<file path="config.mk">
export PLATFORM = sky130hd
export DESIGN_NAME = vga_renderer
export DESIGN_NICKNAME = d
export VERILOG_FILES = /design/src/rtl/vga_renderer.sv
export SDC_FILE = /design/constraint.sdc
export NUM_CORES = 1
export LEC_CHECK = 0
export CAP_MARGIN = 20
export CORE_ASPECT_RATIO = 0.8
export CORE_MARGIN = 3
export CORE_UTILIZATION = 50
export DETAILED_ROUTE_END_ITERATION = 10
export PLACE_DENSITY = 0.74
export SLEW_MARGIN = 20
export SYNTH_ARGS = -nofsm -noshare
export SYNTH_HDL_FRONTEND = slang
export SYNTH_SLANG_ARGS = --single-unit
</file>
<file path="constraint.sdc">
create_clock -name clk -period 3.4 [get_ports clk]
set_clock_uncertainty 0.1 [all_clocks]
set_input_delay 0.34 -clock clk [delete_from_list [all_inputs] [get_ports clk]]
set_output_delay 0.34 -clock clk [all_outputs]
set_load 0.01 [all_outputs]
</file>
<file path="src/rtl/vga_renderer.sv">
// VGA timing generator with a 10-entry prioritised rectangle compositor.
// Optional 1-px white object outline: define VGA_RENDERER_BORDER_EN.
module vga_renderer #(
   parameter int unsigned H_VISIBLE = 640,
   parameter int unsigned H_FP      = 16,
   parameter int unsigned H_SYNC    = 96,
   parameter int unsigned H_BP      = 48,
   parameter int unsigned V_VISIBLE = 480,
   parameter int unsigned V_FP      = 10,
   parameter int unsigned V_SYNC    = 2,
   parameter int unsigned V_BP      = 33,
   parameter logic [23:0] BG_COLOR  = 24'h4EC0CA
) (
   input  logic             clk,
   input  logic             rst,
   input  logic [9:0][31:0] vram_output,
   output logic             vga_clk,
   output logic             hsync,
   output logic             vsync,
   output logic             blank_n,
   output logic             sync_n,
   output logic [7:0]       r,
   output logic [7:0]       g,
   output logic [7:0]       b,
   output logic             frame_start
);

   localparam int unsigned CNT_W    = 10;
   localparam int unsigned CRD_W    = 11;
   localparam int unsigned N_OBJ    = 10;
   localparam int unsigned H_TOTAL  = H_VISIBLE + H_FP + H_SYNC + H_BP;
   localparam int unsigned V_TOTAL  = V_VISIBLE + V_FP + V_SYNC + V_BP;
   localparam int unsigned HS_START = H_VISIBLE + H_FP;
   localparam int unsigned HS_END   = HS_START + H_SYNC;
   localparam int unsigned VS_START = V_VISIBLE + V_FP;
   localparam int unsigned VS_END   = VS_START + V_SYNC;

   logic                        tick_q, tick_d;
   logic [CNT_W-1:0]            h_cnt_q, h_cnt_d;
   logic [CNT_W-1:0]            v_cnt_q, v_cnt_d;
   logic [N_OBJ-1:0][31:0]      shadow_q, shadow_d;
   logic                        hsync_q, hsync_d;
   logic                        vsync_q, vsync_d;
   logic                        blank_n_q, blank_n_d;
   logic                        frame_start_q, frame_start_d;
   logic [23:0]                 rgb_q, rgb_d;

   logic [23:0]                 pix_rgb;
   logic                        found;
   logic                        visible;
   logic [31:0]                 obj;
   logic [CRD_W-1:0]            hx, vy, x_lo, x_hi, y_lo, y_hi;

   // Object lookup for the current pixel against the shadow copy; lowest index wins.
   always_comb begin
      pix_rgb = BG_COLOR;
      found   = 1'b0;
      obj     = '0;
      x_lo    = '0;
      x_hi    = '0;
      y_lo    = '0;
      y_hi    = '0;
      hx      = CRD_W'(h_cnt_q);
      vy      = CRD_W'(v_cnt_q);
      for (int i = 0; i < N_OBJ; i++) begin
         obj  = shadow_q[i];
         x_lo = CRD_W'(obj[27:18]);
         x_hi = x_lo + CRD_W'({obj[8:4], 3'b000});
         y_lo = CRD_W'(obj[17:9]);
         y_hi = y_lo + CRD_W'({obj[3:0], 5'b00000});
         if (!found && obj[31] && hx >= x_lo && hx < x_hi && vy >= y_lo && vy < y_hi) begin
            found   = 1'b1;
            pix_rgb = {{8{obj[30]}}, {8{obj[29]}}, {8{obj[28]}}};
`ifdef VGA_RENDERER_BORDER_EN
            if (hx == x_lo || hx == x_hi - CRD_W'(1) || vy == y_lo || vy == y_hi - CRD_W'(1))
               pix_rgb = 24'hFFFFFF;
`endif
         end
      end
   end

   // Counters, shadow capture and the single output pipeline stage, all gated by tick.
   always_comb begin
      tick_d        = ~tick_q;
      h_cnt_d       = h_cnt_q;
      v_cnt_d       = v_cnt_q;
      shadow_d      = shadow_q;
      hsync_d       = hsync_q;
      vsync_d       = vsync_q;
      blank_n_d     = blank_n_q;
      rgb_d         = rgb_q;
      frame_start_d = 1'b0;
      visible       = (h_cnt_q < CNT_W'(H_VISIBLE)) && (v_cnt_q < CNT_W'(V_VISIBLE));
      if (tick_q) begin
         if (h_cnt_q == CNT_W'(H_TOTAL - 1)) begin
            h_cnt_d = '0;
            v_cnt_d = (v_cnt_q == CNT_W'(V_TOTAL - 1)) ? '0 : v_cnt_q + CNT_W'(1);
         end else begin
            h_cnt_d = h_cnt_q + CNT_W'(1);
         end
         if (h_cnt_q == '0 && v_cnt_q == CNT_W'(V_VISIBLE))
            shadow_d = vram_output;
         hsync_d       = !(h_cnt_q >= CNT_W'(HS_START) && h_cnt_q < CNT_W'(HS_END));
         vsync_d       = !(v_cnt_q >= CNT_W'(VS_START) && v_cnt_q < CNT_W'(VS_END));
         blank_n_d     = visible;
         rgb_d         = visible ? pix_rgb : 24'h000000;
         frame_start_d = (h_cnt_q == '0) && (v_cnt_q == '0);
      end
   end

   always_ff @(posedge clk) begin
      if (rst) begin
         tick_q        <= 1'b0;
         h_cnt_q       <= '0;
         v_cnt_q       <= '0;
         shadow_q      <= '0;
         hsync_q       <= 1'b1;
         vsync_q       <= 1'b1;
         blank_n_q     <= 1'b0;
         rgb_q         <= '0;
         frame_start_q <= 1'b0;
      end else begin
         tick_q        <= tick_d;
         h_cnt_q       <= h_cnt_d;
         v_cnt_q       <= v_cnt_d;
         shadow_q      <= shadow_d;
         hsync_q       <= hsync_d;
         vsync_q       <= vsync_d;
         blank_n_q     <= blank_n_d;
         rgb_q         <= rgb_d;
         frame_start_q <= frame_start_d;
      end
   end

   assign vga_clk     = tick_q;
   assign hsync       = hsync_q;
   assign vsync       = vsync_q;
   assign blank_n     = blank_n_q;
   assign sync_n      = 1'b0;
   assign r           = rgb_q[23:16];
   assign g           = rgb_q[15:8];
   assign b           = rgb_q[7:0];
   assign frame_start = frame_start_q;

endmodule
</file>
### After elaboration in Yosys (flattened, before gate mapping)

Index checks and enable logic that the tools add are counted.

| word-level totals | value |
|---|---|
| flip-flop bits (word level) | 369 |
| input port bits | 322 |
| word-level logic and storage cells | 182 |
| output and inout bits | 30 |

| operators by class | value |
|---|---|
| equality and inequality tests | 3 |
| magnitude comparators | 46 |
| reductions and logical operators | 70 |
| bitwise gates (word level) | 1 |
| muxes and demuxes | 22 |
| $add $sub $neg | 22 |

Operator list:

| cell | number |
|---|---|
| $mux 24 | 11 |
| $add 10x8->11 | 10 |
| $lt 10x11->1 | 10 |
| $add 9x9->10 | 10 |
| $ge 10x10->1 | 10 |
| $ge 10x9->1 | 10 |
| $lt 10x10->1 | 10 |
| $logic_and 1x1->1 | 54 |
| $add 10x1->10 const B | 2 |
| $eq 10x10->1 const B | 2 |
| $logic_not 10->1 | 2 |
| $lt 10x10->1 const B | 2 |
| $lt 10x9->1 const B | 2 |
| $mux 10 | 2 |
| $logic_not 1->1 | 11 |
| $eq 10x9->1 const B | 1 |
| $ge 10x10->1 const B | 1 |
| $ge 10x9->1 const B | 1 |
| $mux 1 | 9 |
| $reduce_and 2->1 | 2 |
| $reduce_or 2->1 | 1 |
| $not 1->1 | 1 |

### Depth between registers and ports, before layout

Gate-level depths: netlist of run 1.

| logic depth | value |
|---|---|
| word-level depth | 70 |
| mapped depth | 18 |

### Worst setup path before layout of run 1

Ideal clock, no wire load.

| path | value |
|---|---|
| kind | flip-flop to flip-flop |
| start point | register shadow_q[228] (netlist name) |
| end point | register rgb_q[15] |
| data required time | 3.175 ns |
| setup time | 0.125 ns |
| arrival time | 3.434 ns |
| period minus slack after synthesis | 3.660 ns |
| slack | -0.260 ns |
| stages on the path, launching flop included | 15 |
| path through | dfxtp_1 > ha_1 > fa_1 > a21o_1 > a21oi_1 > xor2_1 > ha_1 > a21o_1 > a211o_1 > o221a_2 > nor4_1 > a21bo_2 > or3_1 > o22ai_1 > o31ai_1 |

| on the way | value |
|---|---|
| longest elaborated chain between the ends | 21 |

Ends and longest elaborated chain:

| element | line | text |
|---|---|---|
| start: declaration | 41 | `logic [N_OBJ-1:0][31:0] shadow_q, shadow_d;` |
| start signal: assignment | 126 | `shadow_q <= shadow_d;` |
| $add 10x8->11 * | 68 | `x_hi = x_lo + CRD_W'({obj[8:4], 3'b000});` |
| $lt 10x11->1 * | 71 | `if (!found && obj[31] && hx >= x_lo && hx < x_hi && vy >= y_lo && vy < y_hi) begin` |
| $logic_and 1x1->1 * (3 in a row) | 71 |  |
| $mux 1 | 71 |  |
| $logic_not 1->1 | 71 |  |
| $logic_and 1x1->1 (5 in a row) | 71 |  |
| $mux 1 | 71 |  |
| $logic_not 1->1 | 71 |  |
| $logic_and 1x1->1 (5 in a row) | 71 |  |
| $mux 24 * | 71 |  |
| $mux 24 * | 106 | `rgb_d = visible ? pix_rgb : 24'h000000;` |
| end signal: assignment | 130 | `rgb_q <= rgb_d;` |
| end: declaration | 46 | `logic [23:0] rgb_q, rgb_d;` |

Every way passes the cells marked *; elsewhere a longest branch is shown, timed or not.
A chain may end at the register's enable or synchronous reset.

### Final worst setup path of run 1

| path | value |
|---|---|
| start point | register shadow_q[228] (netlist name) |
| end point | register rgb_q[7] |

Same word-level chain as after synthesis.

==> results of run 1 <==
-- how the worst min path moves through the flow --
| stage | start | to | slack [ns] | depth (start not counted) |
|---|---|---|---|---|
| 4_1_cts | rst | obj[11] | 0.07 | 2 |
| 3_3_place_gp | blank_n | blank_n | 0.33 | 2 |
| 6_report | rst | obj[11] | 0.08 | 2 |
| 5_1_grt | rst | obj[11] | 0.09 | 2 |
| 3_5_place_dp | shadow_q[155] | shadow_q[155] | 0.34 | 2 |
| 2_1_floorplan | obj[30] | obj[30] | 0.33 | 2 |
-- worst max-delay path, stage by stage, from the launching register on --
cell and delay (ns):
dfxtp_1 0.32, ha_2 0.20, fa_2 0.35, a21o_1 0.17, a21oi_2 0.17, xor2_1 0.16, ha_1 0.26, a21o_1 0.19
a211o_1 0.30, o221a_4 0.24, nor4_4 0.14, buf_4 0.17, a21bo_4 0.26, or3_4 0.42, o22ai_2 0.15, o31ai_1 0.09
-- routing by layer --
layer | wire length, microns | up-vias | share of wire | global-route usage
li1 | - | 11200 | - | -
met4 | 3200 | 0 | 0.041 | 0.112
met5 | 0 | - | 0 | 0
met2 | 35300 | 743 | 0.45 | 0.492
met1 | 33600 | 10800 | 0.43 | 0.383
met3 | 5720 | 178 | 0.073 | 0.0655
-- metrics by stage --
| step | total power (W) | utilization | hold WS, ns | area, sq um |
|---|---|---|---|---|
| after global placement | 0.00486 | 0.627 | 0.334 | 29000 |
| after floorplan | 0.00437 | - | 0.327 | 23800 |
| after CTS | 0.00910 | 0.660 | 0.0728 | 30500 |
| final | 0.00903 | 0.664 | 0.0752 | 30700 |
| after global routing | 0.00931 | 0.664 | 0.0937 | 30700 |
| after detailed placement | 0.00486 | 0.627 | 0.343 | 29000 |
-- timing repair --
| action | in CTS | in global routing |
|---|---|---|
| buffers inserted | 7 | 3 |
| pin swaps | 17 | 26 |
| gates resized for setup | 42 | 28 |
| setup endpoints to repair | 6 | 6 |
-- cell type report --
| type | instances | area share |
|---|---|---|
| Clock buffer | 54 | 0.0376 |
| Clock inverter | 14 | 0.00407 |
| Inverter | 233 | 0.0285 |
| Multi-Input combinational cell | 2269 | 0.507 |
| Sequential cell | 351 | 0.229 |
| Tap cell | 612 | 0.0249 |
| Timing Repair Buffer | 542 | 0.168 |
-- sequential cells by signal (all words and copies together), names as in the netlist --
name	cells
vga_clk	1
shadow_q	288
obj	32
v_cnt_q	10
frame_start	1
blank_n	1
hsync	1
rgb_q	6
h_cnt_q	10
vsync	1
-- report_power, final --
group | switching, W | internal, W | total (W) | leakage, nW
clock network | 0.00179 | 0.00246 | 0.00425 | 0.624
registers | 0.0000180 | 0.00412 | 0.00414 | 2.84
logic | 0.000229 | 0.000417 | 0.000646 | 9.13
total | 0.00203 | 0.00700 | 0.00903 | 12.6
-- kinds of logic after synthesis --
kind of cell / count (synthesis) / synth area share
AO/OA/AOI/OAI: 783 / 0.198
buffers and inverters: 368 / 0.0648
AND/OR/NAND/NOR: 970 / 0.176
flip-flops: 351 / 0.296
adder cells (fa/ha/maj): 424 / 0.230
other: 1 / 0.000158
multiplexers: 8 / 0.00338
XOR/XNOR: 83 / 0.0306
-- placed cells by master (no fill, tap or decap), types with 40 or more instances in the layout --
cell | synthesis | final
a21o_1 | 73 | 73
a21oi_1 | 439 | 429
buf_4 | 25 | 172
clkbuf_16 | 0 | 41
clkdlybuf4s50_1 | 0 | 349
dfxtp_1 | 351 | 334
ha_1 | 404 | 400
inv_1 | 233 | 233
nand2_1 | 692 | 692
nor2_1 | 76 | 76
o21ai_0 | 78 | 70
xnor2_1 | 43 | 43
xor2_1 | 40 | 40
==> metrics.md, run 1 <==
| Metric | Value |
|---|---|
| Outcome | `complete, but fails checks` |
| Failing checks | `setup timing` |
| Mapped Nets | `3734` |
| Top-count cell post-synth | `nand2_1` |
| CP arrival | `4.13 ns` |
| Worst IR drop on VDD | `0.342 mV` |
| Mapped cell area | `23700 sq um` |
| Drt drc | `0` |
| Layout cells sized above 1 | `0.100` |
| Nature of the critical path endpoint | `flip-flop` |
| Tmin final | `3.82 ns` |
| Post-route insts no fill | `4075` |
| DR iter-0 viols | `1379` |
| Yosys top cell by area | `dfxtp_1` |
| Asr flop ratio synth | `0` |
| WS Path Type | `reg -> reg` |
| Hold Fails Final Rpt | `0` |
| Post-synth EDFFs | `0` |
| Ports | `352` |
| Initial antenna violation count | `0` |
| Critical path startpoint | `shadow_q[228]` |
| Main area contributors after synthesis | `dfxtp_1, ha_1, nand2_1` |
| CP endpoint | `rgb_q[7]` |
| # rows | `70` |
| Clock Path Buffers | `3` |
| Core area | `46200 sq um` |
| PnR worst setup slack | `-0.416 ns` |
| FF/Latch Area | `7050 sq um` |
| Power Density | `294 nW/um^2` |
| GRT Overall Usage | `0.298` |
| Setup_tns | `-2.17 ns` |
| Number of global-route vias before repair | `23400` |
| R2R Path Start | `shadow_q[228]` |
| Post-synthesis sequential area ratio | `0.296` |
| Number of CTS-inserted buffers | `39` |
| Max transition margin | `0.316` |
| Starting density of the core | `0.513` |
| TritonRoute pass-1 iters | `5` |
| DP Worst Slack | `-0.604 ns` |
| Via count | `23000` |
| R2R Path End | `rgb_q[7]` |
| Clock root buffer | `clkbuf_16` |
| Area of the multi-input gates | `15600 sq um` |
| Commonest cells post-synth | `nand2_1, a21oi_1, ha_1` |
| Total Nets Final | `4182` |
| CTS sink count | `351` |
| Worst R2R Path Depth | `15` |
| Diode count | `0` |
| RePlAce Congestion | `0.941` |
| Die W | `250 microns` |
| Syn Inst Count | `2988` |
| Unrepaired setup endpoints after global routing | `true` |
| Syn. warnings | `0` |
| Clk Latency, worst-skew pair | `0.54 ns` |
| CP max FO | `3` |
| Period utilization | `1.12` |
| Final Slew Violations | `0` |
| WL/cell | `19.1 microns` |
| Critical Path RT | `3.72 ns` |
| Slack of the worst reg-to-reg path | `-0.42 ns` |
| Setup Viol. Count Final | `6` |
| Clock slew at reported path FFs | `0.06 ns` |
| Synth Flop Type | `dfxtp_1` |
| CTS tree | `done` |
| Fillers | `3878` |
| H-Tree Depth | `2` |
| DIE AREA | `50100 sq um` |
| Routed WL | `77900 microns` |
| Post-DP HPWL | `59500 microns` |
| Routed Antenna Nets | `0` |
| DP Cell Count | `3997` |
| Yosys reg bits | `351` |
| Post-Syn Area per Cell | `7.94 sq um` |
| Netlist cell types | `81` |
| GRT overflow | `0` |
| Largest net degree at the start of global routing | `198` |
| Die height | `201 microns` |
| Startpoint class of the critical path | `flip-flop` |
| First-pass GRT wire length | `122000 microns` |
| Number of max-cap violations | `0` |
| Area Overhead vs Synth | `29.5%` |
| Fmax | `262 MHz` |
| Top-area cell type share of the netlist area | `0.296` |
| Worst-Margin Slew | `1.00 ns` |
| Via-to-Cell Ratio | `5.63` |
| CTS Hold Bufs | `0` |
| P_leak | `12.6 nW` |
| Worst hold-check path type | `in -> reg` |
| IO Port Bufs | `350` |
(Power assumes the default switching activity.)
==> run 2: changes to the inputs <==
- MAX_ROUTING_LAYER: unset -> met4
==> metrics.md, run 2 (synthesis gave the netlist of run 1 again) <==
| Metric | Value |
|---|---|
| Outcome | `complete, but fails checks` |
| Failing checks | `setup timing` |
| CP arrival | `4.14 ns (about the same)` |
| Worst-Margin Slew | `0.883 ns (-0.117 ns)` |
| Clock Path Buffers | `3 (unchanged)` |
| RePlAce Congestion | `0.933 (-0.86%)` |
| WL/cell | `18.9 microns (-1.1%)` |
| Fmax | `264 MHz (+0.67%)` |
| Routed Antenna Nets | `0 (unchanged)` |
| DP Cell Count | `4005 (+0.20%)` |
| Diode count | `0 (unchanged)` |
| CP max FO | `8 (+5)` |
| Initial antenna violation count | `0 (unchanged)` |
| Die W | `250 microns (unchanged)` |
| R2R Path Start | `shadow_q[53]` |
| # rows | `70 (unchanged)` |
| Worst hold-check path type | `in -> reg` |
| Critical Path RT | `3.75 ns (+0.03 ns)` |
| Post-route insts no fill | `4085 (+0.25%)` |
| IO Port Bufs | `350 (unchanged)` |
| Largest Register | `shadow_q` |
| Total Nets Final | `4190 (+0.19%)` |
| CTS sink count | `351 (unchanged)` |
| H-Tree Depth | `2 (unchanged)` |
| Layout cells sized above 1 | `0.100 (-0.000289)` |
| Startpoint class of the critical path | `flip-flop` |
| Largest net degree at the start of global routing | `198 (unchanged)` |
| Critical Path Stages | `18 (+3)` |
| Crit path buf inv count | `2 (+1)` |
| Fin util | `0.665 (+0.000812)` |
| Cell chain of the critical path | `ha_4, fa_2, a21o_1, a21oi_2, nor2b_1, o21ai_1, xnor2_1, ha_1, nand3_2, a211oi_2, o32ai_2, nand4_2, buf_6, nand4_4, buf_6, or2_4, o211a_1, a41o_1` |
| Clock Power Share | `0.486 (+0.016)` |
| Nature of the critical path endpoint | `flip-flop` |
| Number of global-route vias before repair | `22700 (-2.9%)` |
| Comb pwr share | `0.069 (-0.002)` |
| Fillers | `3883 (+0.13%)` |
| Commonest non-fill, non-tap cell in the layout | `nand2_1` |
| FF/Latch Area | `7050 sq um (about the same)` |
| Clock root buffer | `clkbuf_16` |
| Delay-heaviest family, CP | `compound AO/OA/AOI/OAI gates` |
| Final Slew Violations | `0 (unchanged)` |
| Switching power | `0.00209 W (+2.7%)` |
| DR iter-0 viols | `1441 (+4.5%)` |
| TritonRoute pass-1 iters | `5 (unchanged)` |
| Power Density | `302 nW/um^2 (+2.8%)` |
| DIE AREA | `50100 sq um (unchanged)` |
| Max reg flops | `288 (unchanged)` |
| CTS tree | `done` |
| CP most frequent cell | `buf_6` |
| Commonest non-fill, non-tap cells in the layout | `nand2_1, a21oi_1, ha_1` |
| Via count | `22800 (-0.72%)` |
| Max transition margin | `0.412 (+0.0955)` |
| P_leak | `12.6 nW (+0.21%)` |
| Area of the multi-input gates | `15400 sq um (-0.87%)` |
| Slack of the worst reg-to-reg path | `-0.39 ns (+0.03 ns)` |
| Period utilization | `1.11 (-0.00747)` |
| Core area | `46200 sq um (unchanged)` |
| Worst R2R Path Depth | `18 (+3)` |
| Ports | `352 (unchanged)` |
| Critical path startpoint | `shadow_q[53]` |
| DP Worst Slack | `-0.583 ns (+0.0214 ns)` |
| CP endpoint | `rgb_q[22]` |
| WS Path Type | `reg -> reg` |
| GRT overflow | `0 (unchanged)` |
| Routed WL | `77200 microns (-0.84%)` |
| Clk Latency, worst-skew pair | `0.57 ns (+0.03 ns)` |
| Tmin final | `3.79 ns (-0.0254 ns)` |
| Unrepaired setup endpoints after global routing | `true` |
| Starting density of the core | `0.513 (unchanged)` |
| Sequential share of power | `0.445 (-0.013)` |
| Worst IR drop on VDD | `0.387 mV (+13%)` |
| Switch share | `0.225 (-0.000568)` |
| Number of CTS-inserted buffers | `39 (unchanged)` |
| Area Overhead vs Synth | `29.7%` |
| Post-DP HPWL | `59500 microns (about the same)` |
| Clock slew at reported path FFs | `0.06 ns (about the same)` |
| CP max stage cell | `fa_2` |
| Setup Viol. Count Final | `6 (unchanged)` |
| Via-to-Cell Ratio | `5.58 (-0.97%)` |
| Number of max-cap violations | `0 (unchanged)` |
| Worst path max stage delay | `0.40 ns (-0.02 ns)` |
| PnR worst setup slack | `-0.391 ns (+0.0254 ns)` |
| GRT Overall Usage | `0.309 (+0.0107)` |
| R2R Path End | `rgb_q[22]` |
| Setup_tns | `-2.22 ns (-0.0497 ns)` |
| Internal power | `0.00721 W (+3.0%)` |
| Drt drc | `0 (unchanged)` |
| First-pass GRT wire length | `122000 microns (+0.23%)` |
| Die height | `201 microns (unchanged)` |
| Hold Fails Final Rpt | `0 (unchanged)` |
-- run 2: worst min-delay path: stages --
cell and delay [ns]:
clkdlybuf4s50_1 0.39, nand2_1 0.05, a21oi_1 0.05
-- run 2: power by group through the flow --
| stage | sequential, W | clock, W | combinational (W) |
|---|---|---|---|
| 2_1_floorplan | 0.00422 | 0 | 0.000152 |
| 3_3_place_gp | 0.00422 | 0 | 0.000634 |
| 3_5_place_dp | 0.00423 | 0 | 0.000636 |
| 4_1_cts | 0.00413 | 0.00461 | 0.000645 |
| 5_1_grt | 0.00413 | 0.00476 | 0.000685 |
| 6_report | 0.00413 | 0.00452 | 0.000645 |
-- run 2: worst min-delay path by stage --
| stage | cells past startpoint | startpoint | slack (ns) | endpoint |
|---|---|---|---|---|
| 2_1_floorplan | 2 | obj[30] | 0.33 | obj[30] |
| 3_3_place_gp | 2 | blank_n | 0.33 | blank_n |
| 3_5_place_dp | 2 | blank_n | 0.34 | blank_n |
| 4_1_cts | 3 | vram_output[65] | 0.19 | shadow_q[65] |
| 5_1_grt | 3 | vram_output[4] | 0.21 | shadow_q[4] |
| 6_report | 3 | vram_output[65] | 0.22 | shadow_q[65] |
-- run 2: per-layer routing --
| metal | vias to the layer above | global-route usage | share of wire |
|---|---|---|---|
| met2 | 660 | 0.503 | 0.46 |
| met3 | 130 | 0.0426 | 0.063 |
| met5 | - | - | 0 |
| li1 | 11200 | - | - |
| met1 | 10800 | 0.408 | 0.45 |
| met4 | 0 | 0.0735 | 0.024 |
-- run 2: final cells by class --
| class | count | share of cell area |
|---|---|---|
| Multi-Input combinational cell | 2269 | 0.502 |
| Sequential cell | 351 | 0.229 |
| Timing Repair Buffer | 550 | 0.172 |
| Clock buffer | 46 | 0.0340 |
| Inverter | 233 | 0.0284 |
| Tap cell | 612 | 0.0249 |
| Clock inverter | 24 | 0.00980 |
-- run 2: per-stage QoR --
stage	power [W]	hold WS, ns	area, sq um
after CTS	0.00939	0.189	30700
after global routing	0.00958	0.214	30800
final	0.00930	0.218	30800
after floorplan	0.00437	0.327	23800
after global placement	0.00486	0.334	29100
after detailed placement	0.00486	0.343	29100
-- run 2: repair_timing --
action,in CTS,in global routing
hold endpoints to repair,2,0
buffers inserted,6,3
gates cloned,0,0
setup endpoints to repair,6,6
pin swaps,30,14
hold buffers,1,0
resized for setup,31,17
